[config.mk]
export PLATFORM = sky130hd
export DESIGN_NAME = pc_sequencer
export DESIGN_NICKNAME = d
export VERILOG_FILES = /design/src/rtl/pc_sequencer_pkg.sv /design/src/rtl/pc_sequencer_return_stack.sv /design/src/rtl/pc_sequencer.sv
export SDC_FILE = /design/constraint.sdc
export NUM_CORES = 1
export LEC_CHECK = 0
export BUFFER_PORTS_ARGS = -buffer_cell sky130_fd_sc_hd__buf_4
export CAP_MARGIN = 20
export CORE_ASPECT_RATIO = 0.6
export CORE_MARGIN = 5
export CORE_UTILIZATION = 35
export DETAILED_ROUTE_END_ITERATION = 8
export SLEW_MARGIN = 20
export SYNTH_ARGS = -nofsm -noshare
export SYNTH_HDL_FRONTEND = slang
export SYNTH_HIERARCHICAL = 1
export SYNTH_SLANG_ARGS = --single-unit
[constraint.sdc]
create_clock -name clk -period 4.2 [get_ports clk]
set_input_delay 0.42 -clock clk [delete_from_list [all_inputs] [get_ports clk]]
set_output_delay 0.42 -clock clk [all_outputs]
set_load 0.1 [all_outputs]
[src/rtl/pc_sequencer_pkg.sv]
// Shared definitions for the program-counter sequencer.
// Holds size defaults, FSM state encoding and branch-select encoding.
package pc_sequencer_pkg;

    localparam int PC_W_DEF      = 10;
    localparam int RAS_DEPTH_DEF = 8;

    typedef enum logic {
        ST_RUN   = 1'b0,
        ST_FAULT = 1'b1
    } state_t;

    // Winning strobe after priority resolution.
    typedef enum logic [2:0] {
        SEL_SEQ = 3'd0,
        SEL_RET = 3'd1,
        SEL_JMP = 3'd2,
        SEL_BRA = 3'd3,
        SEL_BRZ = 3'd4,
        SEL_BRN = 3'd5,
        SEL_BRC = 3'd6,
        SEL_BRO = 3'd7
    } sel_t;

endpackage

[src/rtl/pc_sequencer_return_stack.sv]
// Return-address stack: synchronous push/pop, combinational top-of-stack.
// Ports: clk, rst, push, pop, din -> top, level, full, empty.
module return_stack
    import pc_sequencer_pkg::*;
#(
    parameter int W     = PC_W_DEF,
    parameter int DEPTH = RAS_DEPTH_DEF,
    parameter int LW    = $clog2(DEPTH)
) (
    input  logic          clk,
    input  logic          rst,
    input  logic          push,
    input  logic          pop,
    input  logic [W-1:0]  din,
    output logic [W-1:0]  top,
    output logic [LW:0]   level,
    output logic          full,
    output logic          empty
);

    localparam logic [LW:0] FULL_LVL = (LW + 1)'(DEPTH);

    logic [W-1:0]  mem [DEPTH];
    logic [LW-1:0] wr_idx;
    logic [LW-1:0] top_idx;

    assign wr_idx  = level[LW-1:0];
    // At level == DEPTH the low bits wrap to 0, so minus one still
    // lands on the last slot.
    assign top_idx = level[LW-1:0] - LW'(1);
    assign top     = mem[top_idx];
    assign full    = (level == FULL_LVL);
    assign empty   = (level == '0);

    // Contents are not reset; level = 0 makes them unreachable.
    always_ff @(posedge clk) begin
        if (push && !full) begin
            mem[wr_idx] <= din;
        end
    end

    always_ff @(posedge clk) begin
        if (rst) begin
            level <= '0;
        end else if (push && !full) begin
            level <= level + 1'b1;
        end else if (pop && !empty) begin
            level <= level - 1'b1;
        end
    end

endmodule

[src/rtl/pc_sequencer.sv]
// Program-counter sequencer: priority branch select, call/return stack, fault FSM.
// Ports: clk, rst, stall, strobes, flags, target -> pc, redirect, fault, ras_level.
module pc_sequencer
    import pc_sequencer_pkg::*;
#(
    parameter int              PC_W         = PC_W_DEF,
    parameter int              RAS_DEPTH    = RAS_DEPTH_DEF,
    parameter logic [PC_W-1:0] RESET_VECTOR = '0
) (
    input  logic                       clk,
    input  logic                       rst,
    input  logic                       stall,
    input  logic                       brz,
    input  logic                       brn,
    input  logic                       brc,
    input  logic                       bro,
    input  logic                       bra,
    input  logic                       jmp,
    input  logic                       ret,
    input  logic                       flag_z,
    input  logic                       flag_n,
    input  logic                       flag_c,
    input  logic                       flag_o,
    input  logic [PC_W-1:0]            target,
    output logic [PC_W-1:0]            pc,
    output logic                       redirect,
    output logic                       fault,
    output logic [$clog2(RAS_DEPTH):0] ras_level
);

    state_t          state;
    state_t          state_nxt;
    sel_t            sel;
    logic            cond;
    logic [PC_W-1:0] pc_inc;
    logic [PC_W-1:0] pc_nxt;
    logic [PC_W-1:0] ras_top;
    logic            redirect_nxt;
    logic            push;
    logic            pop;
    logic            full;
    logic            empty;

    assign pc_inc = pc + 1'b1;
    assign fault  = (state == ST_FAULT);

    always_comb begin
        sel = SEL_SEQ;
        priority case (1'b1)
            ret:     sel = SEL_RET;
            jmp:     sel = SEL_JMP;
            bra:     sel = SEL_BRA;
            brz:     sel = SEL_BRZ;
            brn:     sel = SEL_BRN;
            brc:     sel = SEL_BRC;
            bro:     sel = SEL_BRO;
            default: sel = SEL_SEQ;
        endcase
    end

    always_comb begin
        cond = 1'b0;
        unique case (sel)
            SEL_BRZ: cond = flag_z;
            SEL_BRN: cond = flag_n;
            SEL_BRC: cond = flag_c;
            SEL_BRO: cond = flag_o;
            default: cond = 1'b0;
        endcase
    end

    always_comb begin
        state_nxt    = state;
        pc_nxt       = pc;
        redirect_nxt = 1'b0;
        push         = 1'b0;
        pop          = 1'b0;
        if (state == ST_RUN && !stall) begin
            unique case (sel)
                SEL_RET: begin
                    if (empty) begin
                        state_nxt = ST_FAULT;
                    end else begin
                        pop          = 1'b1;
                        pc_nxt       = ras_top;
                        redirect_nxt = 1'b1;
                    end
                end
                SEL_JMP: begin
                    if (full) begin
                        state_nxt = ST_FAULT;
                    end else begin
                        push         = 1'b1;
                        pc_nxt       = target;
                        redirect_nxt = 1'b1;
                    end
                end
                SEL_BRA: begin
                    pc_nxt       = target;
                    redirect_nxt = 1'b1;
                end
                SEL_BRZ, SEL_BRN, SEL_BRC, SEL_BRO: begin
                    pc_nxt       = cond ? target : pc_inc;
                    redirect_nxt = cond;
                end
                default: pc_nxt = pc_inc;
            endcase
        end
    end

    always_ff @(posedge clk) begin
        if (rst) begin
            state    <= ST_RUN;
            pc       <= RESET_VECTOR;
            redirect <= 1'b0;
        end else begin
            state    <= state_nxt;
            pc       <= pc_nxt;
            redirect <= redirect_nxt;
        end
    end

    return_stack #(
        .W     (PC_W),
        .DEPTH (RAS_DEPTH)
    ) u_ras (
        .clk   (clk),
        .rst   (rst),
        .push  (push),
        .pop   (pop),
        .din   (pc_inc),
        .top   (ras_top),
        .level (ras_level),
        .full  (full),
        .empty (empty)
    );

endmodule

After elaboration in Yosys (flattened, before gate mapping)
Memories as Yosys holds them, arrays and structs flattened.
Cells that the tools add are included.
- logic and storage cells: 62
- memories kept: 1
- memory bits (writable): 80
- output and inout port bits: 16
- bits in registers: 16
- input port bits: 24
- reductions and logical operators: 13
- multiplexer cells: 26
- bitwise gates (word level): 2
- $add $sub $neg: 4
- equal/unequal tests: 12
- memories (name ; words ; bits a word ; read ports ; clocked after memory_dff ; write ports ; RTL line ; text):
    u_ras.mem ; 8 ; 10 ; 1 ; 0 ; 1 ; pc_sequencer_return_stack.sv:23 ; logic [W-1:0] mem [DEPTH];
- operator list (operator ; count):
    one-hot mux 10 bit (4 select lines) ; 1
    two-way mux 10 bit ; 3
    two-way mux 3 bit ; 7
    equality test 3 bit (second input constant) ; 4
    adder 10 x 1 -> 10 bit (second input constant) ; 1
    two-way mux 1 bit ; 10
    two-way mux 4 bit ; 2
    one-hot mux 1 bit (4 select lines) ; 2
    equality test 3 x 2 -> 1 bit (second input constant) ; 2
    adder 4 x 1 -> 4 bit (second input constant) ; 1
    equality test 4 bit (second input constant) ; 1
    zero test 4 bit ; 1
    != test 2 x 1 -> 1 bit (second input constant) ; 2
    != test 2 bit (second input constant) ; 2
    AND reduction 4 bit ; 1
    nonzero test 2 bit ; 2
    OR reduction 4 bit ; 1
    subtractor 4 x 1 -> 4 bit (second input constant) ; 1
    equality test 3 x 1 -> 1 bit (second input constant) ; 1
    logical AND 1 bit ; 3
    zero test 1 bit ; 3
    AND reduction 3 bit ; 1
    subtractor 3 x 1 -> 3 bit (second input constant) ; 1
    NOT 1 bit ; 2
    2 further kinds ; 2

Longest topological paths before layout
- depth after elaboration: 13
- mapped depth: 14
- gate-level depth less buffers: 12

Modules after synthesis
Netlist, hierarchy kept.
- by module, submodules not included (module ; sequential area each (um^2) ; times used ; area each (um^2) ; cells an instance):
    return_stack ; 2482.4 ; 1 ; 3399.5 ; 163
    pc_sequencer ; 240.2 ; 1 ; 1127.3 ; 143

Worst setup path after synthesis
OpenSTA, ideal clock, no wires.
- path kind: reg2reg
- start point: register u_ras.level[0]
- end point: register u_ras.level[3]
- slack: 0.180 ns
- arrival time: 3.916 ns
- stages on the path, launching flop included: 15
- data required time: 4.096 ns
- path buffers: 2
- period minus slack after synthesis: 4.020 ns
- setup time: 0.104 ns
- cell sequence: dfxtp_1 buf_6 buf_2 inv_1 ha_1 nor2b_1 and2_1 nor2_1 and3_1 nand2b_1 ha_1 a21o_1 a2111oi_2 a211oi_1 a2111oi_2
- word-level cells in the longest chain between the ends: 6
- elaborated cells between the ends (all ways): 17
- classes of those cells: add/sub (2); eq/ne (1); mux (8); reduce/logical (6)
- ends and longest elaborated chain (item ; RTL line ; text):
    start, declared ; pc_sequencer_return_stack.sv:16 ; output logic [LW:0] level,
    start signal, assigned ; pc_sequencer_return_stack.sv:46 ; level <= level + 1'b1;
    start signal, assigned ; pc_sequencer_return_stack.sv:48 ; level <= level - 1'b1;
    equality test 4 bit (*) ; pc_sequencer_return_stack.sv:32 ; assign full = (level == FULL_LVL);
    via full ; pc_sequencer.sv:41 ; logic full;
    two-way mux 1 bit (*) ; pc_sequencer.sv:90 ; if (full) begin
    two-way mux 1 bit (*) ; pc_sequencer.sv:79 ; unique case (sel)
    two-way mux 1 bit (*) ; pc_sequencer.sv:78 ; if (state == ST_RUN && !stall) begin
    via push ; pc_sequencer.sv:39 ; logic push;
    logical AND 1 bit (*) ; pc_sequencer_return_stack.sv:45 ; end else if (push && !full) begin
    two-way mux 4 bit / nonzero test 2 bit (equally long branches) ; -- ;
The timed path passes the listed nets; every way through them passes the cells marked *. The select of a mux whose other input is x is not followed.
A chain may end at the register's enable or synchronous reset.

Worst setup path in the final report
- start point: register u_ras.level[1]
- end point: register u_ras.level[3]
Same word-level chain as after synthesis.

==> results.json <==
{
  "worstHoldPathType": "input pin to register",
  "synth_top_area_share_pct": 53.1,
  "p_leak_nw": 1.83,
  "syn_inst": 306,
  "power.total_mw": 2.25,
  "synth_nets": 335,
  "fin_crit_ns": 3.22,
  "fin_hold_ws_ns": 0.367,
  "gp_congestion": 0.801,
  "critPathKind": "register to register",
  "slew_violations": 0,
  "finClkSkew_ns": 0.00757,
  "fill_cells": 1157,
  "portBuffers": 39,
  "ys_types": 54,
  "relSlewSlack_pct": 46.4,
  "rsz0062_at_grt": "no",
  "p_switching_mw": 0.562,
  "io_pins": 40,
  "routedWlPerCell_um": 20.6,
  "vias": 2777,
  "ctsRootBufferMaster": "clkbuf_16",
  "critPathMaxStageDelay_ns": 0.50,
  "hold_viol_final": 0,
  "fin_ws_ns": 0.977,
  "synth_edf_count": 80,
  "cts.repair.resized": 0,
  "worst-endpoint-required_ns": 4.44,
  "async_flop_share_pct": 0,
  "syn_to_final_growth_pct": 18.7,
  "pre_cts_ws_ns": 0.969,
  "crit_path_end_kind": "register",
  "antenna_found_initial": 0,
  "ys_seq_elements": 96,
  "worst_slew_pin_slew_ns": 0.798,
  "crit_fanout": 9,
  "postCtsSetupBuffers": 0,
  "die_area_um2": 15400,
  "max-clock-path-buffers": 2,
  "hpwlAfterDp_um": 7230,
  "grt_remaining_overflow": 0,
  "wl_um": 10900,
  "peakVddDrop_mv": 0.209,
  "p_int_mw": 1.69,
  "cts_max_level": 3,
  "synth_most_common_cell": "edfxtp_1",
  "maxCapViolations": 0,
  "clk_pin_slew_ns": 0.07,
  "status": "finished clean",
  "use_met1_pct": 22.0,
  "antenna_left": 0,
  "final_cells": 529,
  "p_seq_share_pct": 47.8,
  "grtUsageTotal_pct": 14.6,
  "powerDensity_nw_per_um2": 418,
  "clock_latency_ns": 0.34,
  "fmax_mhz": 310,
  "cp_top_family": "compound AO/OA/AOI/OAI gates",
  "synth_top_flop_cell": "edfxtp_1",
  "ys_seq_area_share_pct": 60.1,
  "postLayoutCoreUtil_pct": 42.1,
  "grt_pass1_vias": 2815,
  "yosys-top-cells-count": "80 x edfxtp_1, 30 x nor2_1, 18 x nand2_1, 16 x dfxtp_1, 15 x mux4_2",
  "layout-drive-gt1-share_pct": 31.2,
  "synth.largest_area_cell": "edfxtp_1",
  "cts_hold_buf": 0,
  "grt-busiest-layer": "met1",
  "dieWidth_um": 157,
  "first_pass_iters": 4,
  "cpMaxStageDelayCell": "dfxtp_1",
  "syn-cell-area_um2": 4530,
  "switching_share_pct": 25.0,
  "cp-start-kind": "register",
  "grt_pass1_wl_um": 16600,
  "post_dp_cell_area_um2": 5040,
  "core_area_um2": 12800,
  "stdcell_area_um2": 5370,
  "path_cells": "inv_1 > ha_1 > nor2b_1 > and2_1 > nor2_1 > and3_1 > nand2b_1 > ha_1 > a21o_1 > a2111oi_2 > a211oi_1 > a2111oi_2",
  "drcViolationCount": 0,
  "syn_avg_cell_area_um2": 14.8,
  "dieHeight_um": 98.1,
  "numClockSinks": 96,
  "rows": 32,
  "start_util_pct": 35.4,
  "yosys_warnings": 6,
  "grt_use_met3_pct": 4.69,
  "synth.area.top_cells": "edfxtp_1 53%, mux4_2 7.5%, dfxtp_1 7.1%, mux4_1 2.9%, mux2_2 2.5%",
  "antenna_cells": 0,
  "cts_tree": "built",
  "final_nets": 383,
  "finalCritPeriodShare_pct": 76.7,
  "p_clk_share_pct": 39.7,
  "first_iter_violations": 166,
  "dp.cells": 513,
  "grt_max_degree": 33,
  "vias_per_cell": 5.25,
  "finalSetupTns_ns": 0,
  "cts_made_buffers": 9,
  "setup_viol": 0,
  "crit_buf_inv": 1,
  "pwr-share-comb_pct": 12.5,
  "use_met2_pct": 20.5,
  "arrival_ns": 3.46
}
final timing paths:
kind	start	endpoint	slack [ns]	cells after the start
max	u_ras/level[1]$_SDFFE_PP0P_	u_ras/level[3]$_SDFFE_PP0P_	0.98	12
min	stall	redirect$_SDFF_PP0_	0.37	4
max reg2reg	u_ras/level[1]$_SDFFE_PP0P_	u_ras/level[3]$_SDFFE_PP0P_	0.98	12
min reg2reg	fault$_SDFFE_PP0P_	fault$_SDFFE_PP0P_	0.54	2
cell families (layout without fill, tap and decap cells):
| group | after synthesis | count (layout) | synth area share (%) |
|---|---|---|---|
| flops | 96 | 96 | 60.1 |
| compound gates | 50 | 50 | 10.1 |
| mux | 34 | 34 | 13.8 |
| buf+inv | 19 | 72 | 2.07 |
| simple gates | 93 | 93 | 10.4 |
| xor+xnor | 9 | 9 | 1.91 |
| fa+ha+maj | 5 | 5 | 1.55 |
power by group through the flow:
stage	Combinational (mW)	Sequential (mW)	Clock [mW]
after floorplan	0.125	1.17	0
after global placement	0.275	1.09	0
after detailed placement	0.280	1.10	0
after CTS	0.281	1.07	0.913
after global routing	0.299	1.08	0.951
final	0.280	1.08	0.893
registers in the layout, indices dropped and copies added, names as in the netlist:
name	cells
u_ras/mem	80
pc	10
u_ras/level	4
fault	1
redirect	1
worst register-to-register path, stage by stage, from the launching register on:
cell	delay [ns]
dfxtp_1	0.50
inv_1	0.11
ha_1	0.26
nor2b_1	0.17
and2_1	0.21
nor2_1	0.08
and3_1	0.32
nand2b_1	0.17
ha_1	0.30
a21o_1	0.20
a2111oi_2	0.40
a211oi_1	0.12
a2111oi_2	0.30
cell type report:
type	instances	area, µm²	area share [%]
Clock buffer	10	239	4.45
Inverter	6	22.5	0.419
Sequential cell	96	2720	50.7
Tap cell	170	213	3.96
Timing Repair Buffer	50	375	6.98
Multi-Input combinational cell	191	1710	31.8
Clock inverter	6	90.1	1.68
cell usage in the layout (no fill, tap or decap), types with 6 or more instances in the layout:
cell type  instances
clkbuf_16          9
o21ai_0            7
nor3_1             6
xnor2_1            6
edfxtp_1          80
a211oi_1           6
mux2_2            10
nand2b_1           6
nor2_1            30
dfxtp_1           15
nand2_1           18
mux4_2            15
buf_4             50
nand3b_1           8
layer usage:
| metal | up-vias | wire (µm) |
|---|---|---|
| met1 | 1401 | 5400 |
| li1 | 1309 | - |
| met4 | 0 | 98 |
| met3 | 8 | 541 |
| met5 | - | 0 |
| met2 | 59 | 4850 |
Note: power is estimated with default switching activity, not from simulation.
